File: src/rtl/tag_pkg.sv
// Shared constants and the keyed byte-fold function for the tag generator.
// Benches and other blocks use tag_fold as the canonical definition of a tag.
package tag_pkg;

  localparam int TAG_W  = 8;
  localparam int DATA_W = 32;
  localparam logic [TAG_W-1:0] TAG_KEY = 8'hD6;

  function automatic logic [TAG_W-1:0] tag_fold(input logic [DATA_W-1:0] data);
    logic [TAG_W-1:0] acc;
    acc = '0;
    for (int i = 0; i < DATA_W / TAG_W; i++) begin
      acc = acc ^ data[i*TAG_W +: TAG_W];
    end
    return acc ^ TAG_KEY;
  endfunction

endpackage

File: src/rtl/tag_gen.sv
// Per-word tag source: XOR-folds the bytes of each data word, applies a key,
// and registers the result so the tag trails its data by one clock.
module tag_gen #(
  parameter int                    DATA_W  = tag_pkg::DATA_W,
  parameter int                    TAG_W   = tag_pkg::TAG_W,
  parameter logic [TAG_W-1:0]      TAG_KEY = tag_pkg::TAG_KEY
) (
  input  logic              clk,
  input  logic              reset,
  input  logic [DATA_W-1:0] data,
  output logic [TAG_W-1:0]  tag
);

  logic [TAG_W-1:0] tag_d;
  logic [TAG_W-1:0] tag_q;

  // No carries between lanes, so X on any data bit propagates straight to the tag.
  always_comb begin
    tag_d = TAG_KEY;
    for (int i = 0; i < DATA_W / TAG_W; i++) begin
      tag_d = tag_d ^ data[i*TAG_W +: TAG_W];
    end
  end

  always_ff @(posedge clk or posedge reset) begin
    if (reset) begin
      tag_q <= '0;
    end else begin
      tag_q <= tag_d;
    end
  end

  assign tag = tag_q;

endmodule

File: config.mk
export PLATFORM = sky130hd
export DESIGN_NAME = tag_gen
export DESIGN_NICKNAME = d
export VERILOG_FILES = /design/src/rtl/tag_pkg.sv /design/src/rtl/tag_gen.sv
export SDC_FILE = /design/constraint.sdc
export NUM_CORES = 1
export LEC_CHECK = 0
export BUFFER_PORTS_ARGS = -buffer_cell sky130_fd_sc_hd__clkbuf_2
export CORE_UTILIZATION = 30
export DETAILED_ROUTE_END_ITERATION = 8
export HOLD_SLACK_MARGIN = 0.06
export MAX_ROUTING_LAYER = met4
export PLACE_DENSITY = 0.77
export REMOVE_ABC_BUFFERS = 1
export SLEW_MARGIN = 10
export SYNTH_ARGS = -nofsm -noshare
export SYNTH_HDL_FRONTEND = slang
export SYNTH_SLANG_ARGS = --single-unit
File: constraint.sdc
create_clock -name clk -period 0.8 [get_ports clk]
set_clock_uncertainty 0.15 [all_clocks]
set_input_delay 0.2 -clock clk [delete_from_list [all_inputs] [get_ports clk]]
set_output_delay 0.2 -clock clk [all_outputs]
set_load 0.1 [all_outputs]
# [Yosys cells after proc, flatten, opt, wreduce, memory -nomap -nowiden]
# Cells that the tools add are included.
[op_classes] bitwise_logic=4
[op_table] operator="8-bit XOR" n=3
[op_table] operator="5-bit NOT" n=1
[word_totals] reg_bits=8 input_bits=34 out_inout_bits=8 word_cells=5

# [Depth between registers and ports, before layout]
# Gate-level depths: netlist (run 1).
[logic_depth] word_depth=4 depth_mapped=2 mapped_depth_nobuf=2

# [Worst setup path before layout (run 1)]
# No wires, ideal clock.
[synth_path] path_type="register to output" from="register tag_q[0] (netlist: tag[0])" to="output port tag[0]" arrival_ps=883 t_required_ps=450 setup_slack_ps=-433 path_stages_with_launch=1 n_path_buf=0 cell_sequence="dfrtp_1"
[synth_rtl] item="from (decl)" line_no="tag_gen.sv:15" text="logic [TAG_W-1:0] tag_q;"
[synth_rtl] item="from (signal assigned)" line_no="tag_gen.sv:29" text="tag_q <= tag_d;"
[synth_rtl] item="to (decl)" line_no="tag_gen.sv:11" text="output logic [TAG_W-1:0] tag"
# No word-level cell between the ends.

# [Final worst setup path (run 1)]
[layout_path] from="register tag_q[6] (netlist: tag[6])" to="output port tag[6]"
# No word-level cell between the ends.

==> impl_metrics.env, run 1 <==
export IMPL_status="complete, but fails checks"
export IMPL_violations="hold timing, setup timing"
export IMPL_nFillCells=114
export IMPL_hp_class="in2async"
export IMPL_drt_first_pass_iters=2
export IMPL_wire_per_inst_um=9.54
export IMPL_synth_compound_area_share_pct=0
export IMPL_start_kind="register"
export IMPL_ir_drop_v=0.00106
export IMPL_dr_total_vias=376
export IMPL_routed_wl_um=878
export IMPL_grt_pass1_wl_mm=1.26
export IMPL_final_max_slew_viol_count=0
export IMPL_synth_top_area_share_pct=48.3
export IMPL_crit_path_max_incr_delay_ns=0.40
export IMPL_setup_viol=8
export IMPL_path_class="reg2out"
export IMPL_tritoncts="yes"
export IMPL_start_util_pct=32.2
export IMPL_synth_edf_count=0
export IMPL_die_y_um=39.2
export IMPL_path_max_fanout=1
export IMPL_p_leak_nw=0.381
export IMPL_numClockSinks=8
export IMPL_syn_to_final_growth_pct=88.5
export IMPL_critPathArrivalTime_ns=0.84
export IMPL_grtUsageMet2_pct=24.6
export IMPL_nNetsFinal=113
export IMPL_synth_most_common_cell="xnor2_1"
export IMPL_path_cells="buf_12"
export IMPL_root_buffer="clkbuf_4"
export IMPL_synthTopCellsByArea="dfrtp_1 48%, xnor2_1 44%, xor2_1 6.3%"
export IMPL_yosysTopAreaCell="dfrtp_1"
export IMPL_largest_reg_flops=8
export IMPL_post_cts_buffers=0
export IMPL_tightest_slew_ns=0.312
export IMPL_yosys_warnings=0
export IMPL_holdWs_ns=-0.285
export IMPL_rsz0062_at_grt="true"
export IMPL_drive_above_1_share_pct=57.1
export IMPL_synthXorXnorAreaFrac_pct=50.8
export IMPL_worst_slack_ns=-0.386
export IMPL_hold_viol=8
export IMPL_grt_usage_pct=13.7
export IMPL_antenna_found_initial=0
export IMPL_place_congestion=0.574
export IMPL_synth_avg_cell_area_um2=12.5
export IMPL_netlist_area_um2=414
export IMPL_drcViolationCount=0
export IMPL_grt_overflow=0
export IMPL_met1_usage_pct=11.0
export IMPL_fin_area_um2=781
export IMPL_synth_common_cells="21 x xnor2_1, 8 x dfrtp_1, 3 x xor2_1"
export IMPL_dp_hpwl_um=772
export IMPL_worst_ep_required_time_ns=0.45
export IMPL_critical_path_top_delay_family="flip-flops"
export IMPL_numCtsBuffers=3
export IMPL_clock_path_buffers=2
export IMPL_postRouteAntennaNets=0
export IMPL_async_flop_share_pct=100
export IMPL_crit_path_top_delay_cell="dfrtp_1"
export IMPL_die_area_um2=1530
export IMPL_synth_distinct_cells=4
export IMPL_grt_busiest_layer="met2"
export IMPL_io_buffers=41
export IMPL_synth_top_family_by_area="XOR/XNOR gates"
export IMPL_synth_cells=33
export IMPL_crit_path_end_kind="output port"
export IMPL_clk_pin_slew_ns=0.06
export IMPL_htreeDepth=1
export IMPL_cp_num_buf_inv=1
export IMPL_viasPerCell=4.09
export IMPL_grtUsageMet3_pct=3.47
export IMPL_fmax_mhz=843
export IMPL_n_antenna_cell=0
export IMPL_yosys_register_bits=8
export IMPL_num_rows=13
export IMPL_finalCritPeriodShare_pct=148
export IMPL_dpl_cell_area_um2=758
export IMPL_power_density_nw_per_um2=2690
export IMPL_synth_flop_cell="dfrtp_1"
export IMPL_synth_seq_area_share_pct=48.3
export IMPL_synth_fa_ha_area_share_pct=0
export IMPL_synthMuxAreaShare_pct=0
export IMPL_synthSimpleGateAreaFrac_pct=0
export IMPL_num_io_pins=42
export IMPL_fp_coreArea_um2=1280
export IMPL_cap_viol_max_count=0
export IMPL_layout_min_cycle_time_ns=1.19
export IMPL_relSlewSlack_pct=79.1
export IMPL_die_x_um=39.2
export IMPL_grt_pass1_vias=348
export IMPL_dr_first_iter_drc_count=2
export IMPL_grt_max_degree=9
-- worst paths after layout --
kind,startpoint,end,cells after the start
max,tag[6],tag[6],1
min,reset,tag[7],2
max in group asynchronous,reset,tag[6],2
min in group clk,data[24],tag[0],3
-- through the flow --
| step | instances | setup WS [ns] | TNS [ns] | power, mW | util, % |
|---|---|---|---|---|---|
| global route | 92 | -0.418 | -3.15 | 2.18 | 60.8 |
| global placement | 89 | -0.102 | -0.990 | 1.78 | 59.0 |
| CTS | 92 | -0.394 | -3.07 | 2.13 | 60.8 |
| finish | 92 | -0.386 | -3.00 | 2.10 | 60.8 |
| floorplan | 33 | -0.433 | -3.47 | 1.28 | - |
| detailed placement | 89 | -0.110 | -1.25 | 1.80 | 59.0 |
-- final cells by class --
| type | instances | area, um^2 | area share [%] |
|---|---|---|---|
| repair buffers | 41 | 325 | 41.7 |
| multi-input cells | 24 | 210 | 26.9 |
| flip-flops and latches | 8 | 200 | 25.6 |
| clock buffers | 3 | 22.5 | 2.88 |
| well taps | 15 | 18.8 | 2.40 |
| inverters | 1 | 3.75 | 0.481 |
-- layer usage --
layer	vias up	wire length [um]
met5	-	0
met4	0	0
met3	0	52
met2	22	554
met1	168	272
li1	186	-
-- report_power, final --
part           switching, mW  total (mW)  leakage (nW)  internal, mW
registers             0.0720       0.560        0.0932         0.488
clock network          0.146       0.318        0.0138         0.172
logic                  0.751        1.22         0.274         0.473
total                  0.969        2.10         0.381          1.13
-- placed cells by master (no fill, tap or decap) --
cell type and count:
clkbuf_2 33, buf_12 8, dfrtp_1 8, clkbuf_4 3, inv_1 1, xnor2_1 21
xor2_1 3
-- what timing repair did --
item | 4_1_cts | 5_1_grt
resized for setup | 0 | 0
setup endpoints to repair | 8 | 8
endpoints found under the hold margin | 8 | 8
gates cloned | 0 | 0
-- cells by family after synthesis --
| kind of cell | count (synthesis) |
|---|---|
| xor gates and xnor gates | 24 |
| DFF | 8 |
| buffers and inverters | 1 |
Note: power is estimated with default switching activity, not from simulation.
==> run 2: changes to the inputs <==
--- a/config.mk
+++ b/config.mk
@@ -6,11 +6,13 @@
 export NUM_CORES = 1
 export LEC_CHECK = 0
 export BUFFER_PORTS_ARGS = -buffer_cell sky130_fd_sc_hd__clkbuf_2
-export CORE_UTILIZATION = 30
+export CELL_PAD_IN_SITES_DETAIL_PLACEMENT = 0
+export CELL_PAD_IN_SITES_GLOBAL_PLACEMENT = 2
+export CORE_UTILIZATION = 15
 export DETAILED_ROUTE_END_ITERATION = 8
 export HOLD_SLACK_MARGIN = 0.06
 export MAX_ROUTING_LAYER = met4
-export PLACE_DENSITY = 0.77
+export PLACE_DENSITY = 0.74
 export REMOVE_ABC_BUFFERS = 1
 export SLEW_MARGIN = 10
 export SYNTH_ARGS = -nofsm -noshare
==> impl_metrics.env, run 2 (synthesis results as in run 1) <==
export IMPL_syn_to_final_growth_pct=93.1
export IMPL_worst_ep_required_time_ns=0.45
export IMPL_grt_pass1_vias=332
export IMPL_htreeDepth=1
export IMPL_status="complete, but fails checks"
export IMPL_die_y_um=54.5
export IMPL_mostFrequentLayoutCell="clkbuf_2"
export IMPL_hp_class="in2async"
export IMPL_instances_no_fill=107
export IMPL_fin_util_pct=31.4
export IMPL_tritoncts="yes"
export IMPL_crit_path_max_incr_delay_ns=0.39
export IMPL_dp_hpwl_um=764
export IMPL_clk_pin_slew_ns=0.06
export IMPL_io_buffers=41
export IMPL_viasPerCell=3.38
export IMPL_critical_path_top_delay_family="flip-flops"
export IMPL_numClockSinks=8
export IMPL_start_util_pct=16.3
export IMPL_post_cts_buffers=0
export IMPL_place_congestion=0.553
export IMPL_holdWs_ns=-0.280
export IMPL_worst_slack_ns=-0.367
export IMPL_drcViolationCount=0
export IMPL_crit_path_top_delay_cell="dfrtp_1"
export IMPL_grt_usage_pct=7.05
export IMPL_tightest_slew_ns=0.312
export IMPL_die_area_um2=2980
export IMPL_grt_overflow=0
export IMPL_hold_viol=8
export IMPL_start_kind="register"
export IMPL_cap_viol_max_count=0
export IMPL_ir_drop_v=0.00113
export IMPL_numCtsBuffers=3
export IMPL_antenna_found_initial=0
export IMPL_p_leak_nw=0.381
export IMPL_grt_pass1_wl_mm=1.32
export IMPL_critPathArrivalTime_ns=0.82
export IMPL_wire_per_inst_um=7.71
export IMPL_dpl_worst_slack_ns=-0.101
export IMPL_routed_wl_um=825
export IMPL_cp_num_buf_inv=1
export IMPL_dr_total_vias=362
export IMPL_path_cells="buf_12"
export IMPL_power_density_nw_per_um2=2610
export IMPL_num_io_pins=42
export IMPL_path_class="reg2out"
export IMPL_postRouteAntennaNets=0
export IMPL_rsz0062_at_grt="true"
export IMPL_clock_path_buffers=2
export IMPL_largest_reg_flops=8
export IMPL_drive_above_1_share_pct=57.1
export IMPL_num_rows=18
export IMPL_dr_first_iter_drc_count=0
export IMPL_relSlewSlack_pct=79.1
export IMPL_finalCritPeriodShare_pct=146
export IMPL_n_antenna_cell=0
export IMPL_grt_max_degree=9
export IMPL_timing_setup_tns_ns=-2.89
export IMPL_fmax_mhz=857
export IMPL_setup_viol=8
export IMPL_drt_first_pass_iters=1
export IMPL_place_inst=104
export IMPL_final_max_slew_viol_count=0
export IMPL_violations="hold timing, setup timing"
export IMPL_die_x_um=54.5
export IMPL_fp_coreArea_um2=2540
export IMPL_layout_min_cycle_time_ns=1.17
export IMPL_final_cell_mix="33 x clkbuf_2, 21 x xnor2_1, 8 x buf_12, 8 x dfrtp_1"
export IMPL_path_max_fanout=1
export IMPL_crit_path_end_kind="output port"
export IMPL_root_buffer="clkbuf_4"
export IMPL_nNetsFinal=113
run 2: cell type report:
class | instances | area, um^2
timing repair buffer | 41 | 325
multi-input combinational | 24 | 210
tap | 30 | 37.5
sequential | 8 | 200
clock buffer | 3 | 22.5
fill | 278 | 1750
inverter | 1 | 3.75
run 2: where the power goes:
part           internal [mW]  leakage (nW)  switching [mW]  total [mW]
Combinational          0.474         0.274           0.755        1.23
Sequential             0.488        0.0932          0.0653       0.554
Clock                  0.172        0.0138           0.135       0.306
Total                   1.13         0.381           0.955        2.09
run 2: what timing repair did:
| item | CTS | global route |
|---|---|---|
| hold endpoints to repair | 8 | 8 |
| resized for setup | 0 | 0 |
| setup endpoints to repair | 8 | 8 |
run 2: worst max-delay path by stage:
stage,end,from,slack (ns),cells after the start
after global routing,tag[3],tag[3],-0.40,1
after detailed placement,tag[1],tag[1],-0.10,1
after CTS,tag[1],tag[1],-0.38,1
after floorplan,tag[0],tag[0],-0.43,0
after global placement,tag[7],tag[7],-0.1,1
final,tag[1],tag[1],-0.37,1
run 2: through the flow:
step,cell area [um^2],total power [mW]
2_1_floorplan,414,1.28
3_3_place_gp,777,1.79
3_5_place_dp,777,1.80
4_1_cts,800,2.12
5_1_grt,800,2.19
6_report,800,2.09
run 2: layer usage:
layer | vias to the layer above | GRT usage (%) | share of wire [%]
met5 | - | - | 0
met4 | 0 | 5.13 | 0
met3 | 0 | 3.33 | 12
met2 | 26 | 12.0 | 55
met1 | 149 | 5.99 | 33
li1 | 187 | - | -
==> run 3: changes to the inputs <==
--- a/config.mk
+++ b/config.mk
@@ -11,7 +11,6 @@
 export CORE_UTILIZATION = 15
 export DETAILED_ROUTE_END_ITERATION = 8
 export HOLD_SLACK_MARGIN = 0.06
-export MAX_ROUTING_LAYER = met4
 export PLACE_DENSITY = 0.74
 export REMOVE_ABC_BUFFERS = 1
 export SLEW_MARGIN = 10
==> impl_metrics.env, run 3 (synthesis results as in run 1) <==
export IMPL_die_area_um2=2980
export IMPL_fmax_mhz=857
export IMPL_place_congestion=0.551
export IMPL_final_cell_mix="33 x clkbuf_2, 21 x xnor2_1, 8 x buf_12, 8 x dfrtp_1"
export IMPL_hp_class="in2async"
export IMPL_power_density_nw_per_um2=2610
export IMPL_numClockSinks=8
export IMPL_dpl_cell_area_um2=777
export IMPL_worst_ep_required_time_ns=0.45
export IMPL_holdWs_ns=-0.280
export IMPL_crit_path_max_incr_delay_ns=0.39
export IMPL_drt_first_pass_iters=1
export IMPL_die_y_um=54.5
export IMPL_nNetsFinal=113
export IMPL_htreeDepth=1
export IMPL_cts_resized=0
export IMPL_num_io_pins=42
export IMPL_rsz0062_at_grt="true"
export IMPL_dr_total_vias=362
export IMPL_die_x_um=54.5
export IMPL_numCtsBuffers=3
export IMPL_cp_num_buf_inv=1
export IMPL_drcViolationCount=0
export IMPL_root_buffer="clkbuf_4"
export IMPL_path_cells="buf_12"
export IMPL_wire_per_inst_um=7.71
export IMPL_place_inst=104
export IMPL_path_max_fanout=1
export IMPL_crit_path_top_delay_cell="dfrtp_1"
export IMPL_postRouteAntennaNets=0
export IMPL_hold_viol=8
export IMPL_largest_reg_flops=8
export IMPL_finalCritPeriodShare_pct=146
export IMPL_crit_path_end_kind="output port"
export IMPL_p_leak_nw=0.381
export IMPL_grt_max_degree=9
export IMPL_grt_overflow=0
export IMPL_antenna_found_initial=0
export IMPL_viasPerCell=3.38
export IMPL_relSlewSlack_pct=79.1
export IMPL_io_buffers=41
export IMPL_status="complete, but fails checks"
export IMPL_grt_usage_pct=6.86
export IMPL_setup_viol=8
export IMPL_power_mw=2.09
export IMPL_syn_to_final_growth_pct=93.1
export IMPL_critPathArrivalTime_ns=0.82
export IMPL_routed_wl_um=825
export IMPL_instances_no_fill=107
export IMPL_ir_drop_v=0.00113
export IMPL_fin_area_um2=800
export IMPL_dr_first_iter_drc_count=0
export IMPL_tritoncts="yes"
export IMPL_fp_coreArea_um2=2540
export IMPL_grt_pass1_vias=332
export IMPL_final_max_slew_viol_count=0
export IMPL_path_class="reg2out"
export IMPL_mostFrequentLayoutCell="clkbuf_2"
export IMPL_dp_hpwl_um=764
export IMPL_clk_pin_slew_ns=0.06
export IMPL_start_util_pct=16.3
export IMPL_critical_path_top_delay_family="flip-flops"
export IMPL_cap_viol_max_count=0
export IMPL_violations="hold timing, setup timing"
export IMPL_clock_path_buffers=2
export IMPL_drive_above_1_share_pct=57.1
export IMPL_post_cts_buffers=0
export IMPL_tightest_slew_ns=0.312
export IMPL_worst_slack_ns=-0.367
export IMPL_n_antenna_cell=0
export IMPL_grt_pass1_wl_mm=1.32
export IMPL_timing_setup_tns_ns=-2.89
export IMPL_layout_min_cycle_time_ns=1.17
export IMPL_start_kind="register"
export IMPL_num_rows=18
## run 3: cell counts in the layout (fill, tap and decap cells not counted)
No cell type changed its count.
## run 3: power by group
part           switching (mW)  leakage, nW  total [mW]  internal (mW)
Clock                   0.135       0.0138       0.306          0.172
Sequential             0.0653       0.0932       0.554          0.488
Combinational           0.755        0.274        1.23          0.474
Total                   0.955        0.381        2.09           1.13
## run 3: path summary, 6_finish.rpt
check / startpoint / to / slack (ns) / depth (start not counted)
setup / recovery: tag[1] / tag[1] / -0.37 / 1
hold / removal: reset / tag[2] / -0.28 / 2
max in group asynchronous: reset / tag[5] / 0.54 / 2
min in group clk: data[3] / tag[3] / 0.11 / 3
## run 3: per-stage QoR
step / utilization [%] / setup WS, ns
finish: 31.4 / -0.367
global route: 31.4 / -0.403
CTS: 31.4 / -0.377
detailed placement: 30.5 / -0.101
global placement: 30.5 / -0.0978
floorplan: - / -0.433
## run 3: layer usage
metal	vias to the layer above	global-route usage, %	wire [um]
li1	187	-	-
met1	149	5.82	270
met2	26	12.0	453
met3	0	3.61	101
met4	0	5.13	0
met5	-	0	0
## run 3: final cells by class
class | count | area, um^2
fillers | 278 | 1750
repair buffers | 41 | 325
multi-input cells | 24 | 210
flip-flops and latches | 8 | 200
well taps | 30 | 37.5
clock buffers | 3 | 22.5
inverters | 1 | 3.75
